`src/rtl/serdesphy_cdr_vco_ctrl.sv`:
```
// RX CDR VCO sequencer and loop filter: powers the VCO up in order, then integrates
// phase-detector pulses into a clamped 8-bit control word and reports lock/fault status.
module serdesphy_cdr_vco_ctrl #(
    parameter int RST_CYCLES    = 4,
    parameter int READY_TIMEOUT = 1024,
    parameter int SETTLE_CYCLES = 256,
    parameter int ACC_THRESH    = 8,
    parameter int LOCK_CYCLES   = 512,
    parameter int CTRL_MIN      = 8,
    parameter int CTRL_MAX      = 247
) (
    input  logic       clk,
    input  logic       rst,
    input  logic       cdr_en,
    input  logic [7:0] cfg_init_code,
    input  logic       pd_up,
    input  logic       pd_dn,
    input  logic       vco_ready,
    output logic       vco_enable,
    output logic       vco_rst_n,
    output logic [7:0] cdr_control,
    output logic       cdr_locked,
    output logic       cdr_fault,
    output logic [2:0] ctrl_state
);

    localparam int ACC_W   = $clog2(ACC_THRESH) + 2;
    localparam int LOCK_W  = $clog2(LOCK_CYCLES + 1);
    localparam int TMR_MAX = (READY_TIMEOUT > SETTLE_CYCLES)
                           ? ((READY_TIMEOUT > RST_CYCLES) ? READY_TIMEOUT : RST_CYCLES)
                           : ((SETTLE_CYCLES > RST_CYCLES) ? SETTLE_CYCLES : RST_CYCLES);
    localparam int TMR_W   = $clog2(TMR_MAX + 1);

    localparam logic signed [ACC_W-1:0] ACC_POS  = ACC_W'(ACC_THRESH);
    localparam logic signed [ACC_W-1:0] ACC_NEG  = ACC_W'(-ACC_THRESH);
    localparam logic [LOCK_W-1:0]       LOCK_TOP = LOCK_W'(LOCK_CYCLES);

    typedef enum logic [2:0] {
        ST_OFF        = 3'd0,
        ST_PWRUP      = 3'd1,
        ST_WAIT_READY = 3'd2,
        ST_SETTLE     = 3'd3,
        ST_TRACK      = 3'd4,
        ST_FAULT      = 3'd5
    } state_t;

    state_t                   state, state_nxt;
    logic [TMR_W-1:0]         timer, timer_nxt;
    logic [7:0]               ctrl_nxt;
    logic signed [ACC_W-1:0]  acc, acc_nxt, acc_sum, pd_delta;
    logic [LOCK_W-1:0]        lock_cnt, lock_nxt;
    logic                     sat;
    logic                     ready_p0, ready_p1;
    logic                     ready_s;

    function automatic logic [7:0] clamp_ctrl(input logic [7:0] v);
        if (v < 8'(CTRL_MIN))      return 8'(CTRL_MIN);
        else if (v > 8'(CTRL_MAX)) return 8'(CTRL_MAX);
        else                       return v;
    endfunction

    // A step that would leave [CTRL_MIN, CTRL_MAX] is suppressed and reported as saturation.
    function automatic logic step_sat(input logic [7:0] v, input logic up);
        return up ? (v >= 8'(CTRL_MAX)) : (v <= 8'(CTRL_MIN));
    endfunction

    assign ready_s    = ready_p1;
    assign ctrl_state = state;

    always_comb begin
        state_nxt = state;
        timer_nxt = timer;
        ctrl_nxt  = cdr_control;
        acc_nxt   = '0;
        lock_nxt  = '0;
        acc_sum   = '0;
        pd_delta  = '0;
        sat       = 1'b0;
        if (pd_up && !pd_dn)      pd_delta = ACC_W'(1);
        else if (pd_dn && !pd_up) pd_delta = '1;
        if (!cdr_en) begin
            state_nxt = ST_OFF;
            timer_nxt = '0;
        end else begin
            unique case (state)
                ST_OFF: begin
                    state_nxt = ST_PWRUP;
                    timer_nxt = '0;
                    ctrl_nxt  = clamp_ctrl(cfg_init_code);
                end
                ST_PWRUP: begin
                    if (timer == TMR_W'(RST_CYCLES - 1)) begin
                        state_nxt = ST_WAIT_READY;
                        timer_nxt = '0;
                    end else begin
                        timer_nxt = timer + 1'b1;
                    end
                end
                ST_WAIT_READY: begin
                    // ready takes priority over a simultaneous timeout
                    if (ready_s) begin
                        state_nxt = ST_SETTLE;
                        timer_nxt = '0;
                    end else if (timer == TMR_W'(READY_TIMEOUT - 1)) begin
                        state_nxt = ST_FAULT;
                        timer_nxt = '0;
                    end else begin
                        timer_nxt = timer + 1'b1;
                    end
                end
                ST_SETTLE: begin
                    if (!ready_s) begin
                        state_nxt = ST_FAULT;
                        timer_nxt = '0;
                    end else if (timer == TMR_W'(SETTLE_CYCLES - 1)) begin
                        state_nxt = ST_TRACK;
                        timer_nxt = '0;
                    end else begin
                        timer_nxt = timer + 1'b1;
                    end
                end
                ST_TRACK: begin
                    if (!ready_s) begin
                        state_nxt = ST_FAULT;
                    end else begin
                        acc_sum = acc + pd_delta;
                        acc_nxt = acc_sum;
                        if (acc_sum == ACC_POS) begin
                            acc_nxt = '0;
                            sat     = step_sat(cdr_control, 1'b1);
                            if (!sat) ctrl_nxt = cdr_control + 8'd1;
                        end else if (acc_sum == ACC_NEG) begin
                            acc_nxt = '0;
                            sat     = step_sat(cdr_control, 1'b0);
                            if (!sat) ctrl_nxt = cdr_control - 8'd1;
                        end
                        if (sat)                       lock_nxt = '0;
                        else if (lock_cnt != LOCK_TOP) lock_nxt = lock_cnt + 1'b1;
                        else                           lock_nxt = lock_cnt;
                    end
                end
                ST_FAULT: state_nxt = ST_FAULT;
                default: begin
                    state_nxt = ST_OFF;
                    timer_nxt = '0;
                end
            endcase
        end
    end

    // Stage p0/p1: vco_ready synchroniser; status outputs registered from the next state.
    always_ff @(posedge clk) begin
        if (rst) begin
            state       <= ST_OFF;
            timer       <= '0;
            cdr_control <= 8'd128;
            acc         <= '0;
            lock_cnt    <= '0;
            vco_enable  <= 1'b0;
            vco_rst_n   <= 1'b0;
            cdr_locked  <= 1'b0;
            cdr_fault   <= 1'b0;
            ready_p0    <= 1'b0;
            ready_p1    <= 1'b0;
        end else begin
            state       <= state_nxt;
            timer       <= timer_nxt;
            cdr_control <= ctrl_nxt;
            acc         <= acc_nxt;
            lock_cnt    <= lock_nxt;
            vco_enable  <= (state_nxt == ST_PWRUP) || (state_nxt == ST_WAIT_READY) ||
                           (state_nxt == ST_SETTLE) || (state_nxt == ST_TRACK);
            vco_rst_n   <= (state_nxt == ST_WAIT_READY) || (state_nxt == ST_SETTLE) ||
                           (state_nxt == ST_TRACK);
            cdr_locked  <= (state_nxt == ST_TRACK) && (lock_nxt == LOCK_TOP);
            cdr_fault   <= (state_nxt == ST_FAULT);
            ready_p0    <= vco_ready;
            ready_p1    <= ready_p0;
        end
    end

endmodule
```
`config.mk`:
```
export PLATFORM = sky130hd
export DESIGN_NAME = serdesphy_cdr_vco_ctrl
export DESIGN_NICKNAME = d
export VERILOG_FILES = /design/src/rtl/serdesphy_cdr_vco_ctrl.sv
export SDC_FILE = /design/constraint.sdc
export NUM_CORES = 1
export LEC_CHECK = 0
export CAP_MARGIN = 20
export CORE_MARGIN = 2
export CORE_UTILIZATION = 40
export DETAILED_ROUTE_END_ITERATION = 12
export GPL_ROUTABILITY_DRIVEN = 0
export MAX_ROUTING_LAYER = met4
export PLACE_DENSITY = 0.63
export RECOVER_POWER = 100
export SLEW_MARGIN = 20
export SYNTH_ARGS = -nofsm -noshare
export SYNTH_HDL_FRONTEND = slang
export SYNTH_SLANG_ARGS = --single-unit
```
`constraint.sdc`:
```
create_clock -name clk -period 4 [get_ports clk]
set_input_delay 0.4 -clock clk [delete_from_list [all_inputs] [get_ports clk]]
set_output_delay 0.4 -clock clk [all_outputs]
set_load 0.005 [all_outputs]
```
# == Yosys cells after proc, flatten, opt, wreduce, memory -nomap -nowiden ==
# Index checks and enable logic that the tools add are counted.
# totals
reg_bits,43
in_bits,14
output_inout_bits,15
wordCells,94
# classes
addsub,5
n_lt_le_gt_ge,4
n_eq_ne,21
muxes,34
bitwise,3
reduce_logical,16
# ops
operator,count
8-bit two-way mux,7
11-bit two-way mux,5
10-bit two-way mux,5
11-bit one-hot mux with 4 select lines,1
3-bit two-way mux,7
3-bit one-hot mux with 6 select lines,1
8-bit one-hot mux with 2 select lines,1
3-bit by 2-bit equality test with 1-bit output (second input constant),4
3-bit equality test (second input constant),4
11-bit by 1-bit adder with 11-bit output (second input constant),1
11-bit by 10-bit equality test with 1-bit output (second input constant),1
11-bit by 2-bit equality test with 1-bit output (second input constant),1
11-bit by 8-bit equality test with 1-bit output (second input constant),1
10-bit by 1-bit adder with 10-bit output (second input constant),1
10-bit equality test (second input constant),1
5-bit two-way mux,2
10-bit inequality test (second input constant),1
3-bit inequality test (second input constant),3
8-bit by 1-bit adder with 8-bit output (second input constant),1
8-bit greater-or-equal comparator (second input constant),1
8-bit > comparator (second input constant),1
8-bit by 4-bit less-or-equal comparator with 1-bit output (second input constant),1
8-bit by 4-bit < comparator with 1-bit output (second input constant),1
8-bit by 1-bit subtractor with 8-bit output (second input constant),1
other kinds (15),30

# == Longest topological paths before layout ==
# logic_depth
depth_word,17
mapped_depth,17

# == Worst setup path before layout ==
# Ideal clock, no wire load.
# synth_path
path_kind,input port to flip-flop
startpoint,input pd_up
endpoint,register cdr_control[7]
arrival_ns,3.926
path_slack_ns,-0.052
cell_stages,17
cell_sequence,inv_1 -> ha_1 -> clkbuf_1 -> xor2_1 -> ha_1 -> or4b_4 -> nand4_1 -> nor4b_4 -> nand2b_1 -> ha_1 -> a211oi_1 -> nor2_1 -> or4_1 -> a31oi_1 -> xnor2_1 -> xnor2_1 -> a211oi_2
# synth_via
elab_chain_cells,9
word_cells_on_any_way,15
cone_classes,add/sub: 1; eq/ne: 5; mux: 5; reduce/logical: 4
# synth_lines
element,line,source
start: declaration,16,"input logic pd_up,"
1-bit zero test,80,else if (pd_dn && !pd_up) pd_delta = '1;
1-bit logical AND,80,
5-bit two-way mux,80,
5-bit two-way mux *,79,if (pd_up && !pd_dn) pd_delta = ACC_W'(1);
5-bit adder *,126,acc_sum = acc + pd_delta;
5-bit equality test,128,if (acc_sum == ACC_POS) begin
8-bit two-way mux,128,
8-bit two-way mux,123,if (!ready_s) begin
8-bit one-hot mux with 2 select lines,85,unique case (state)
end signal: assignment,168,cdr_control <= ctrl_nxt;
end: declaration,21,"output logic [7:0] cdr_control,"
# Every way passes the cells marked *; elsewhere a longest branch is shown, timed or not. The select of a mux whose other input is x is not followed.
# A chain may end at the register's enable or synchronous reset.

# == Worst setup path after layout ==
# layout_path
startpoint,input pd_dn
endpoint,register cdr_control[7]
# layout_via
elab_chain_cells,8
word_cells_on_any_way,15
cone_classes,add/sub: 1; eq/ne: 5; mux: 5; reduce/logical: 4
# layout_lines
element,line,source
start: declaration,17,"input logic pd_dn,"
1-bit logical AND / 1-bit zero test (equally long branches),"80, 79",
5-bit two-way mux / 1-bit logical AND (equally long branches),"80, 79",
5-bit two-way mux *,79,
5-bit adder *,126,
5-bit equality test,128,
8-bit two-way mux,128,
8-bit two-way mux,123,
8-bit one-hot mux with 2 select lines,85,
# Marks and branches as above.

==> summary.log <==
INFO  synth          number_of_instances_in_the_synthesized_netlist=354
INFO  timing         fraction_of_the_cycle_the_final_worst_path_needs=93.3%
INFO  global_routing grt_max_degree=18
INFO  layout         layout_commonest_cell=dfxtp_1
INFO  placement      placed_cells=483
INFO  critical_path  worst-path-max-fanout=4
INFO  critical_path  worst-r2r-setup-slack=390ps
INFO  die            floorplan.initialDensity=41.6%
INFO  critical_path  crit_type=primary input to flip-flop
INFO  power_and_ir_drop leakagePower=0.00137uW
INFO  die            dieArea=7840um2
INFO  timing         max_freq=268MHz
INFO  power_and_ir_drop irDropWorstVdd=0.119mV
INFO  layout         count_of_fill_cells_added_during_filler_insertion=660
INFO  critical_path  worst_r2r_endpoint=cdr_control[7]
INFO  synth          syn_nets=382
INFO  placement      port_buffers=28
INFO  critical_path  start_kind=primary input
INFO  synth          synth_edf_count=0
INFO  drt            antenna_left=0
INFO  critical_path  worstPathArrival=3920ps
INFO  layout         utilization=52.1%
INFO  layout         multiInputGateArea=1970um2
INFO  cts            tritoncts=done
INFO  die            floorplan.io_pins=29
INFO  drt            detail_route.vias_per_cell=5.45
INFO  placement      placedInstanceArea=3360um2
INFO  synth          netlist.top_cell.by_area=dfxtp_1
INFO  drt            drt-total-wl=7060um
INFO  synth          syn_area_per_cell=8.07um2
INFO  timing         hold_slack=444ps
INFO  timing         finClkSkew=4.75ps
INFO  drt            drt_first_pass_iters=4
INFO  timing         rsz_0062_raised_after_global_routing=no
INFO  layout         synthToLayoutAreaGrowth=25.2%
INFO  die            die_width=88.5um
INFO  layout         antennaDiodeCount=0
INFO  layout         register_area=861um2
INFO  global_routing grt_util_all_layers=18.9%
INFO  timing         finalMaxSlewViolations=0
INFO  global_routing grt-ovfl-total=0
INFO  layout         layout_cell_share_with_drive_strength_beyond_1=14.0%
INFO  layout         finalNonFillerCells=495
INFO  cts            cts_sinks=43
INFO  cts            cts.htree.levels=2
INFO  hold_path      min-delay-path-class=flip-flop to flip-flop
INFO  die            fp-row-count=30
INFO  synth          synth_sequential_area_ratio=30.1%
INFO  synth          leading_register_cell_type_out_of_synthesis=dfxtp_1
INFO  cts            cts_hold_buffers=0
INFO  synth          synthTopCellsByArea=dfxtp_1, ha_1, nor2_1
INFO  synth          ys.warnings.count=0
INFO  cts            clkLatencyLatePin=300ps
INFO  synth          share_of_the_synthesized_area_in_the_top_cell_type=30.1%
INFO  cts            worst_case_clock_buffer_depth=2
INFO  global_routing grt_antenna_before_repair=0
INFO  critical_path  timing.reg2reg.worst_path_depth=14
INFO  synth          mappedNetlistArea=2860um2
INFO  drt            detailroute.via_count=2699
INFO  drt            initialDrtViolationCount=121
INFO  critical_path  cp.required=4190ps
INFO  hold_path      hold_start=ready_p0
INFO  critical_path  critical_path.top_delay_family=simple AND/OR/NAND/NOR gates
INFO  layout         fin_nets=426
INFO  timing         finalSetupTns=0ps
INFO  flow_run       maxCapViolCount=0
INFO  cts            clock-root-buffer=clkbuf_8
INFO  timing         finalWorstPathRequiredPeriod=3730ps
INFO  drt            drc=0
INFO  timing         hold_viol_final=0
INFO  power_and_ir_drop power_density_relative_to_cell_area=273nW/um2
INFO  outcome        outcome=finished, final reports clean
INFO  placement      place.detailed.hpwl=4990um
INFO  hold_path      hold-path-endpoint=ready_p1
INFO  critical_path  worst_path_max_delay_cell=or4b_1
INFO  synth          synth-async-reset-ratio=0%
INFO  critical_path  critical_path_endpoint_category=flip-flop
INFO  layout         final_cell_mix=dfxtp_1, nor2_1, nand2_1
INFO  critical_path  critPathMaxStageDelay=540ps
INFO  critical_path  cp_cell_sequence=dlymetal6s2s_1, ha_2, inv_1, ha_4, ha_4, or4b_1, nand4_1, nor4b_4, nand2b_4, ha_4, a211oi_2, nor2_1, or4_1, a31oi_2, xnor2_1, xnor2_1, a211oi_2
INFO  timing         timing.final.setup_violations=0
INFO  layout         final_area=3580um2
INFO  global_routing grt_pass1_vias=2499
INFO  drt            drt-wirelength-per-cell=14.3um
INFO  cts            clk_transition_reported_paths=80ps
INFO  die            placeableCoreArea=6870um2
INFO  global_routing grt_first_pass_wirelength=11500um
INFO  synth          postSynthRegisterBits=43
INFO  hold_path      holdPathStages=1
INFO  cts            tritoncts.num_buffers=5
INFO  timing         worst_slew_pin_slew=867ps
INFO  synth          netlist-cell-type-count=64
INFO  critical_path  regToRegStartpoint=acc[1]
INFO  critical_path  timing.critical_path.mode_cell=ha_4
INFO  timing         max_slew_margin=42.2%
INFO  critical_path  crit_path_buf_inv_count=2
INFO  die            dieHeight=88.5um
[synthesized netlist by cell type (all sizes together) (9+ instances only)]
cell type and number:
nand2b 13, ha 13, dfxtp 43, o21ai 15, nand2 27, nor2b 12
inv 9, xnor2 10, nor2 39, a21oi 19, clkbuf 15, xor2 9
a31oi 10, nand3 20
[state kept, by name, indices dropped and copies added, names as in the netlist, 3 cells and up]
signal,count
timer,11
lock_cnt,10
cdr_control,8
acc,5
ctrl_state,3
[stage by stage]
stage	setup WS (ps)	power, uW
4_1_cts	4.95	984
5_1_grt	157	1020
3_3_place_gp	-289	623
3_5_place_dp	-415	626
2_1_floorplan	41.3	557
6_report	269	978
[worst max path at each step]
stage	start	endpoint	slack (ps)	depth (start not counted)
global route	pd_up	cdr_control[7]	160	18
detailed placement	pd_up	cdr_control[7]	-420	18
global placement	pd_up	cdr_control[7]	-290	18
floorplan	pd_up	cdr_control[7]	40	17
CTS	pd_up	cdr_control[7]	5	18
finish	pd_dn	cdr_control[7]	270	17
[metal layers]
| metal | vias to the layer above | GRT usage (%) | share of wire, % |
|---|---|---|---|
| li1 | 1378 | - | - |
| met3 | 10 | 3.26 | 2.2 |
| met4 | 0 | 5.65 | 1.6 |
| met1 | 1270 | 24.8 | 50 |
| met5 | - | - | 0 |
| met2 | 41 | 29.8 | 47 |
[what timing repair did]
item	in CTS	in global routing
pin swaps	7	12
gates resized for setup	9	12
setup buffers	2	2
endpoints found under the setup margin	1	3
gates cloned	0	0
[power by group]
group          switching, uW  internal, uW  leakage [uW]  total, uW
logic                   83.8          99.4      0.000965        183
clock network            160           186     0.0000581        346
registers               13.4           436      0.000349        449
total                    257           721       0.00137        978
[logic make-up after synthesis]
kind of cell,synth area share [%]
muxes,2.71
buffers and inverters,3.90
and+or+nand+nor,30.7
adders and majority gates,6.39
xor gates and xnor gates,5.82
DFF,30.1
AOI/OAI and AO/OA,20.3
[area by class of cell]
class,instances,share of cell area [%]
clock buffer,5,1.92
clock inverter,3,1.22
inverter,9,0.944
multi-input combinational,284,55.2
sequential,43,24.1
tap,96,3.36
timing repair buffer,55,13.3
No activity file was read; power rests on OpenSTA's default activity.
